===== config.mk =====
export PLATFORM = sky130hd
export DESIGN_NAME = tlb_entry_array
export DESIGN_NICKNAME = d
export VERILOG_FILES = /design/src/rtl/tlb_entry_array.sv
export SDC_FILE = /design/constraint.sdc
export NUM_CORES = 1
export LEC_CHECK = 0
export BUFFER_PORTS_ARGS = -buffer_cell sky130_fd_sc_hd__buf_2
export CAP_MARGIN = 40
export CORE_MARGIN = 4
export CORE_UTILIZATION = 45
export CTS_BUF_LIST = sky130_fd_sc_hd__clkbuf_4
export CTS_CLUSTER_SIZE = 30
export DETAILED_ROUTE_END_ITERATION = 10
export SYNTH_ARGS = -nofsm -noshare
export SYNTH_HDL_FRONTEND = slang
export SYNTH_SLANG_ARGS = --single-unit
export TNS_END_PERCENT = 50

===== constraint.sdc =====
create_clock -name clk_i -period 7.21 [get_ports clk_i]
set_input_delay 1.0815 -clock clk_i [delete_from_list [all_inputs] [get_ports clk_i]]
set_output_delay 1.0815 -clock clk_i [all_outputs]
set_load 0.05 [all_outputs]

===== src/rtl/tlb_entry_array.sv =====
// Fully-associative TLB entry array: single-cycle CAM lookup with registered response, refill, flush.
// Build option TLB_FREE_FIRST_EN: refills without a VPN match go to the lowest free entry before the policy victim.
module tlb_entry_array #(
  parameter int ENTRIES = 8,
  parameter int VPN_W   = 27,
  parameter int PPN_W   = 44
) (
  input  logic                       clk_i,
  input  logic                       rstn_i,
  input  logic                       lookup_valid_i,
  input  logic [VPN_W-1:0]           lookup_vpn_i,
  output logic                       lookup_ready_o,
  output logic                       resp_valid_o,
  output logic                       resp_hit_o,
  output logic [PPN_W-1:0]           resp_ppn_o,
  output logic [$clog2(ENTRIES)-1:0] resp_idx_o,
  input  logic                       refill_valid_i,
  input  logic [VPN_W-1:0]           refill_vpn_i,
  input  logic [PPN_W-1:0]           refill_ppn_i,
  output logic                       refill_ready_o,
  input  logic                       flush_i,
  output logic                       plru_hit_o,
  output logic [$clog2(ENTRIES)-1:0] plru_idx_o,
  input  logic [$clog2(ENTRIES)-1:0] replacement_idx_i
);

  localparam int IDX_W = $clog2(ENTRIES);

  typedef enum logic {RUN, FLUSH} state_e;

  state_e             state_q, state_d;
  logic [ENTRIES-1:0] valid_q, valid_d;
  logic [VPN_W-1:0]   vpn_q [ENTRIES];
  logic [PPN_W-1:0]   ppn_q [ENTRIES];

  logic               ready;
  logic               lookup_fire;
  logic               refill_fire;
  logic               lk_hit;
  logic [IDX_W-1:0]   lk_idx;
  logic [PPN_W-1:0]   lk_ppn;
  logic               rf_hit;
  logic [IDX_W-1:0]   rf_idx;
  logic [IDX_W-1:0]   wr_idx;

  logic               resp_valid_q, resp_hit_q;
  logic [PPN_W-1:0]   resp_ppn_q;
  logic [IDX_W-1:0]   resp_idx_q;

  assign ready       = (state_q == RUN) && !flush_i;
  assign lookup_fire = lookup_valid_i && ready;
  assign refill_fire = refill_valid_i && ready;

  // Descending scan so the lowest matching index wins.
  always_comb begin
    lk_hit = 1'b0;
    lk_idx = '0;
    lk_ppn = '0;
    rf_hit = 1'b0;
    rf_idx = '0;
    for (int i = ENTRIES - 1; i >= 0; i--) begin
      if (valid_q[i] && (vpn_q[i] == lookup_vpn_i)) begin
        lk_hit = 1'b1;
        lk_idx = IDX_W'(i);
        lk_ppn = ppn_q[i];
      end
      if (valid_q[i] && (vpn_q[i] == refill_vpn_i)) begin
        rf_hit = 1'b1;
        rf_idx = IDX_W'(i);
      end
    end
  end

`ifdef TLB_FREE_FIRST_EN
  logic             free_vld;
  logic [IDX_W-1:0] free_idx;

  always_comb begin
    free_vld = 1'b0;
    free_idx = '0;
    for (int i = ENTRIES - 1; i >= 0; i--) begin
      if (!valid_q[i]) begin
        free_vld = 1'b1;
        free_idx = IDX_W'(i);
      end
    end
  end

  assign wr_idx = rf_hit ? rf_idx : (free_vld ? free_idx : replacement_idx_i);
`else
  assign wr_idx = rf_hit ? rf_idx : replacement_idx_i;
`endif

  always_comb begin
    state_d = state_q;
    valid_d = valid_q;
    case (state_q)
      RUN: begin
        if (flush_i) begin
          valid_d = '0;
          state_d = FLUSH;
        end else if (refill_fire) begin
          valid_d[wr_idx] = 1'b1;
        end
      end
      FLUSH: begin
        if (flush_i) valid_d = '0;
        else         state_d = RUN;
      end
      default: state_d = RUN;
    endcase
  end

  always_ff @(posedge clk_i or negedge rstn_i) begin
    if (!rstn_i) begin
      state_q      <= RUN;
      valid_q      <= '0;
      resp_valid_q <= 1'b0;
      resp_hit_q   <= 1'b0;
      resp_ppn_q   <= '0;
      resp_idx_q   <= '0;
    end else begin
      state_q      <= state_d;
      valid_q      <= valid_d;
      resp_valid_q <= lookup_fire;
      resp_hit_q   <= lookup_fire && lk_hit;
      resp_ppn_q   <= lookup_fire ? lk_ppn : '0;
      resp_idx_q   <= lookup_fire ? lk_idx : '0;
    end
  end

  // Payload storage carries no reset; valid bits alone qualify it.
  always_ff @(posedge clk_i) begin
    if (refill_fire) begin
      vpn_q[wr_idx] <= refill_vpn_i;
      ppn_q[wr_idx] <= refill_ppn_i;
    end
  end

  assign lookup_ready_o = ready;
  assign refill_ready_o = ready;
  assign resp_valid_o   = resp_valid_q;
  assign resp_hit_o     = resp_hit_q;
  assign resp_ppn_o     = resp_ppn_q;
  assign resp_idx_o     = resp_idx_q;
  assign plru_hit_o     = resp_valid_q && resp_hit_q;
  assign plru_idx_o     = resp_idx_q;

endmodule


; Yosys cells after proc, flatten, opt, wreduce, memory -nomap -nowiden
; Memories as Yosys holds them, arrays and structs flattened.
; Cells that the tools add are included.
[word_totals]
mem_bits_rw = 568
inputBits = 106
rom_bits = 0
latchBits = 0
register_bits = 58
memories = 2
[memory_table]
columns = name, depth, word_bits, read_ports, rd_ports_with_merged_regs, wr, line_no
row1 = ppn_q, 8, 44, 8, 0, 1, 34  ; logic [PPN_W-1:0] ppn_q [ENTRIES];
row2 = vpn_q, 8, 27, 8, 0, 1, 33  ; logic [VPN_W-1:0] vpn_q [ENTRIES];
[classes]
eq_ne = 18
div_mod_pow = 0
mul = 0
n_lt_le_gt_ge = 2
shifts = 0
reduce_logical = 24
mux = 52
addsub = 0
n_bitwise = 2
[ops]
columns = op, n
row1 = $eq A27 B27 Y1, 16
row2 = $mux W44, 9
row3 = $mux W3, 18
row4 = $mux W8, 3
row5 = $logic_and A1 B1 Y1, 22
row6 = $mux W1, 20
row7 = $pmux W8 S2, 1
row8 = $or A8 B8 Y8, 1
row9 = $lt A3 B4 Y1 const B, 1
row10 = $demux W1 S3, 1
row11 = $ge A3 B1 Y1 const B, 1
row12 = $ne A3 B3 Y1 const B, 1
row13 = $ne A2 B2 Y1 const B, 1
row14 = $reduce_and A2 Y1, 1
row15 = $logic_not A1 Y1, 1
row16 = $not A1 Y1, 1

; Longest topological paths before layout
[logic_depth]
word_depth = 19
ltp_mapped = 11

; Worst setup path after synthesis
; No wires, ideal clock.
[synth_timing]
kind = input to register
from = input refill_vpn_i[15]
to = memory ppn_q[4][0] (enable)
stages = 9
arrival_time_ps = 5822
slack_ps = 887
setup_time_ps = 501
required_time_ps = 6709
n_path_buf = 1
path_cell_list = clkbuf_1 -> xor2_1 -> nor4_1 -> nand3_1 -> or3_1 -> and2_1 -> a211oi_1 -> nand3_1 -> nor2_1
[synth_via]
elab_chain_len = 11
word_cells_on_any_way = 33
[synth_lines]
columns = item, line_no
row1 = from (decl), 18  ; input logic [VPN_W-1:0] refill_vpn_i,
row2 = $eq A27 B27 Y1, 67  ; if (valid_q[i] && (vpn_q[i] == refill_vpn_i)) begin
row3 = $logic_and A1 B1 Y1, 67
row4 = $mux W3 or $mux W1 (tied branches) (8 in a row), 67
row5 = $mux W3 (*), 91  ; assign wr_idx = rf_hit ? rf_idx : replacement_idx_i;
row6 = to (decl), 34
; Every way passes the cells marked *; elsewhere a longest branch is shown, timed or not.

; Final worst setup path
[layout_timing]
from = input refill_vpn_i[9]
to = memory ppn_q[0][28] (enable)
; The elaborated chain is that of the path after synthesis.

==> impl_metrics.csv <==
group,metric,value,unit
cts,cts_tree,"yes",
power_and_ir_drop,pwr-share-seq,0.530,
sta,fmaxAchievable,0.226,GHz
yosys,synth-async-reset-ratio,0.0927,
global_route,grtUsageTotal,0.257,
cts,cts_setup_buffers,0,
yosys,synth_fa_ha_area_frac,0,
yosys,synth_warnings,0,
setup_path,required,7.84,ns
run_status,status,"finished clean",
routing,drt-total-wl,83.3,mm
placement,port_buffers,160,
global_route,overflow,0,
placement,hpwl,52.8,mm
placement,gp_congestion,0.958,
sta,hold_viol_final,0,
power_and_ir_drop,p_sw_frac,0.235,
job,max_cap_viol_count,0,
floorplan,die-area,64600,µm²
power_and_ir_drop,power,7540,µW
yosys,yosys.area.top_type,"edfxtp_1",
yosys,syn_nets,2014,
cts,clk_path_buf_depth,3,
cells_and_area,area_growth,14.3,%
sta,fin_crit,4.43,ns
floorplan,io_pins,161,
routing,routedWlPerCell,27.3,µm
floorplan,initial_core_util,0.459,
cts,cts.sinks,626,
cells_and_area,fin_util,0.524,
sta,rsz0062_at_grt,"no",
routing,drc_errors,0,
setup_path,endpoint_kind,"flip-flop",
routing,detail_route.vias_per_cell,5.72,
sta,finalSetupViolations,0,
yosys,synth_top_area_frac,0.625,
yosys,synth_enable_flop_cells,568,
power_and_ir_drop,comb_power_share,0.049,
sta,finalCritPeriodShare,0.614,
setup_path,cp_max_fo,29,
yosys,synth_xor_xnor_area_share,0.137,
yosys,ys_seq_elements,626,
power_and_ir_drop,p_clk_frac,0.421,
hold_path,worstHoldPathType,"in -> reg",
placement,dp_cells,2750,
yosys,synth_compound_area_frac,0.0832,
power_and_ir_drop,leakagePower,0.0107,µW
power_and_ir_drop,p_int,5770,µW
yosys,synth.avg_cell_area,14.3,µm²
routing,ant_nets,0,
power_and_ir_drop,powerDensity,242,nW/µm²
cells_and_area,finalNetCount,2251,
global_route,grt_max_degree,92,
cts,clock_latency,1.02,ns
yosys,muxShareOfSynthArea,0,
sta,report.final.slew_viol_count,0,
cts,clk_transition_reported_paths,0.07,ns
sta,fin_setup_tns,0,ns
sta,slew_headroom,0.364,
routing,dr.pass1.iters,5,
setup_path,path_class,"in -> reg",
yosys,synth_area_leaders,"edfxtp_1, xnor2_1, xor2_1",
routing,dr_total_vias,17471,
global_route,grt_pass1_wl,119,mm
yosys,yosysSeqAreaShare,0.678,
sta,finalClockSkew,0.0781,ns
cells_and_area,post_route_cells_drive_above_1_share,0.230,
yosys,synth.distinct_cells,44,
setup_path,cp-start-kind,"input pin",
yosys,synth_area,27300,µm²
floorplan,rows,89,
yosys,synthSimpleGateAreaFrac,0.0725,
yosys,synth_top_family_by_area,"XOR/XNOR gates",
routing,drt_iter0_drc,1620,
cells_and_area,stdcell_count,3054,
cts,root_buffer,"clkbuf_4",
setup_path,worst-endpoint-arrival,5.06,ns
floorplan,fp.dieH,254,µm
yosys,synth_cells,1908,
floorplan,core_area,59500,µm²
power_and_ir_drop,switchingPower,1770,µW
placement,place_ws,1.92,ns
global_route,antenna_found_initial,5,
cts,htreeDepth,4,
floorplan,fp.dieW,254,µm
global_route,grt_pass1_vias,17216,
sta,worst_slew_pin_slew,0.946,ns
power_and_ir_drop,ir_worst_vdd,0.000180,V
sta,postLayoutSetupSlackWorst,2.78,ns
yosys,synth_ff_type,"edfxtp_1",
cts,numCtsBuffers,164,
routing by layer:
layer | track usage | wire length [µm] | up-vias
met5 | 0.00879 | 98 | -
met4 | 0.0776 | 1870 | 6
met3 | 0.0946 | 8360 | 131
met2 | 0.379 | 36900 | 781
met1 | 0.358 | 36000 | 8900
li1 | - | - | 7653
power groups by stage:
stage,Clock [µW],Combinational (µW),Sequential [µW]
2_1_floorplan,0,182,4070
3_3_place_gp,0,361,4070
3_5_place_dp,0,363,4070
4_1_cts,3270,365,3990
5_1_grt,3460,389,3990
6_report,3180,371,3990
state kept, by name, indices dropped and copies added, names as in the netlist:
signal	flops
vpn_q	216
resp_valid_o	1
resp_hit_o	1
resp_ppn_o	44
state_q	1
plru_idx_o	3
valid_q	8
ppn_q	352
final cells by class:
cell class,instances,area (µm²)
diodes,3,7.51
clock buffers,254,1910
clock inverters,45,270
fillers,5131,28300
inverters,39,146
multi-input cells,1116,8080
flip-flops and latches,626,18500
well taps,773,967
repair buffers,198,1290
cells in the mapped netlist, types with 5 or more instances:
library cell and count:
edfxtp_1 568, xnor2_1 215, xor2_1 213, nand2_1 97, nor2_1 84, clkbuf_1 80, nand4_1 70, a21oi_1 68
nor4_1 66, o21ai_0 64, dfrtp_1 58, inv_1 37, nand3_1 32, nor3_1 32, a211o_1 27, o21a_1 26
a2111oi_2 21, a22oi_2 20, a221o_1 18, a311o_1 18, buf_2 16, buf_4 16, buf_6 10, o22ai_1 9
a22oi_1 6, a2111oi_0 5, and2_1 5, buf_1 5
layout by cell type, fill, tap and decap left out, types with 26 or more instances in the layout:
master / netlist / layout
clkbuf_4: 0 / 254
nor3_1: 32 / 32
a21oi_1: 68 / 68
clkinv_1: 1 / 32
dfrtp_1: 58 / 58
a211o_1: 27 / 27
nand2_1: 97 / 96
buf_2: 16 / 161
nor2_1: 84 / 76
o21ai_0: 64 / 64
nand3_1: 32 / 32
xnor2_1: 215 / 215
inv_1: 37 / 37
o21a_1: 26 / 26
nor4_1: 66 / 64
nand4_1: 70 / 70
edfxtp_1: 568 / 568
xor2_1: 213 / 213
through the flow:
stage               hold slack [ns]  instance area [µm²]
finish                        0.353                31200
global route                  0.267                31200
CTS                           0.214                31200
detailed placement            0.545                29000
global placement              0.555                28800
floorplan                     0.533                27300
kinds of logic (layout without fill, tap and decap cells):
logic type,count (synthesis),in the layout
buffers and inverters,166,536
XOR/XNOR,428,428
flip-flops,626,626
other,0,3
AND/OR/NAND/NOR,396,396
AO/OA/AOI/OAI,292,292
worst max-delay path, stage by stage:
cell	delay, ns
buf_2	0.41
xor2_1	0.15
nor4_1	0.70
nand3_1	0.28
or3_1	0.43
o311ai_0	0.15
a21o_1	0.20
nand3_1	0.21
nor2_4	0.61
buf_4	0.48
buf_12	0.29
repair_timing:
action	CTS	global route
hold buffers	1	0
setup endpoints to repair	0	0
resized for setup	0	0
endpoints found under the hold margin	16	0
final timing paths:
kind / slack (ns) / startpoint / cells past startpoint / to
max: 2.78 / refill_vpn_i[9] / 11 / ppn_q[0][28]
min: 0.35 / refill_ppn_i[27] / 1 / ppn_q[3][27]
max reg2reg: 2.84 / vpn_q[4][9] / 10 / ppn_q[0][28]
min reg2reg: 0.55 / ppn_q[0][38] / 2 / resp_ppn_o[38]
max in group asynchronous: 6.17 / rstn_i / 3 / resp_ppn_o[25]
min in group asynchronous: 0.43 / rstn_i / 2 / resp_ppn_o[20]
(Power assumes the default switching activity.)
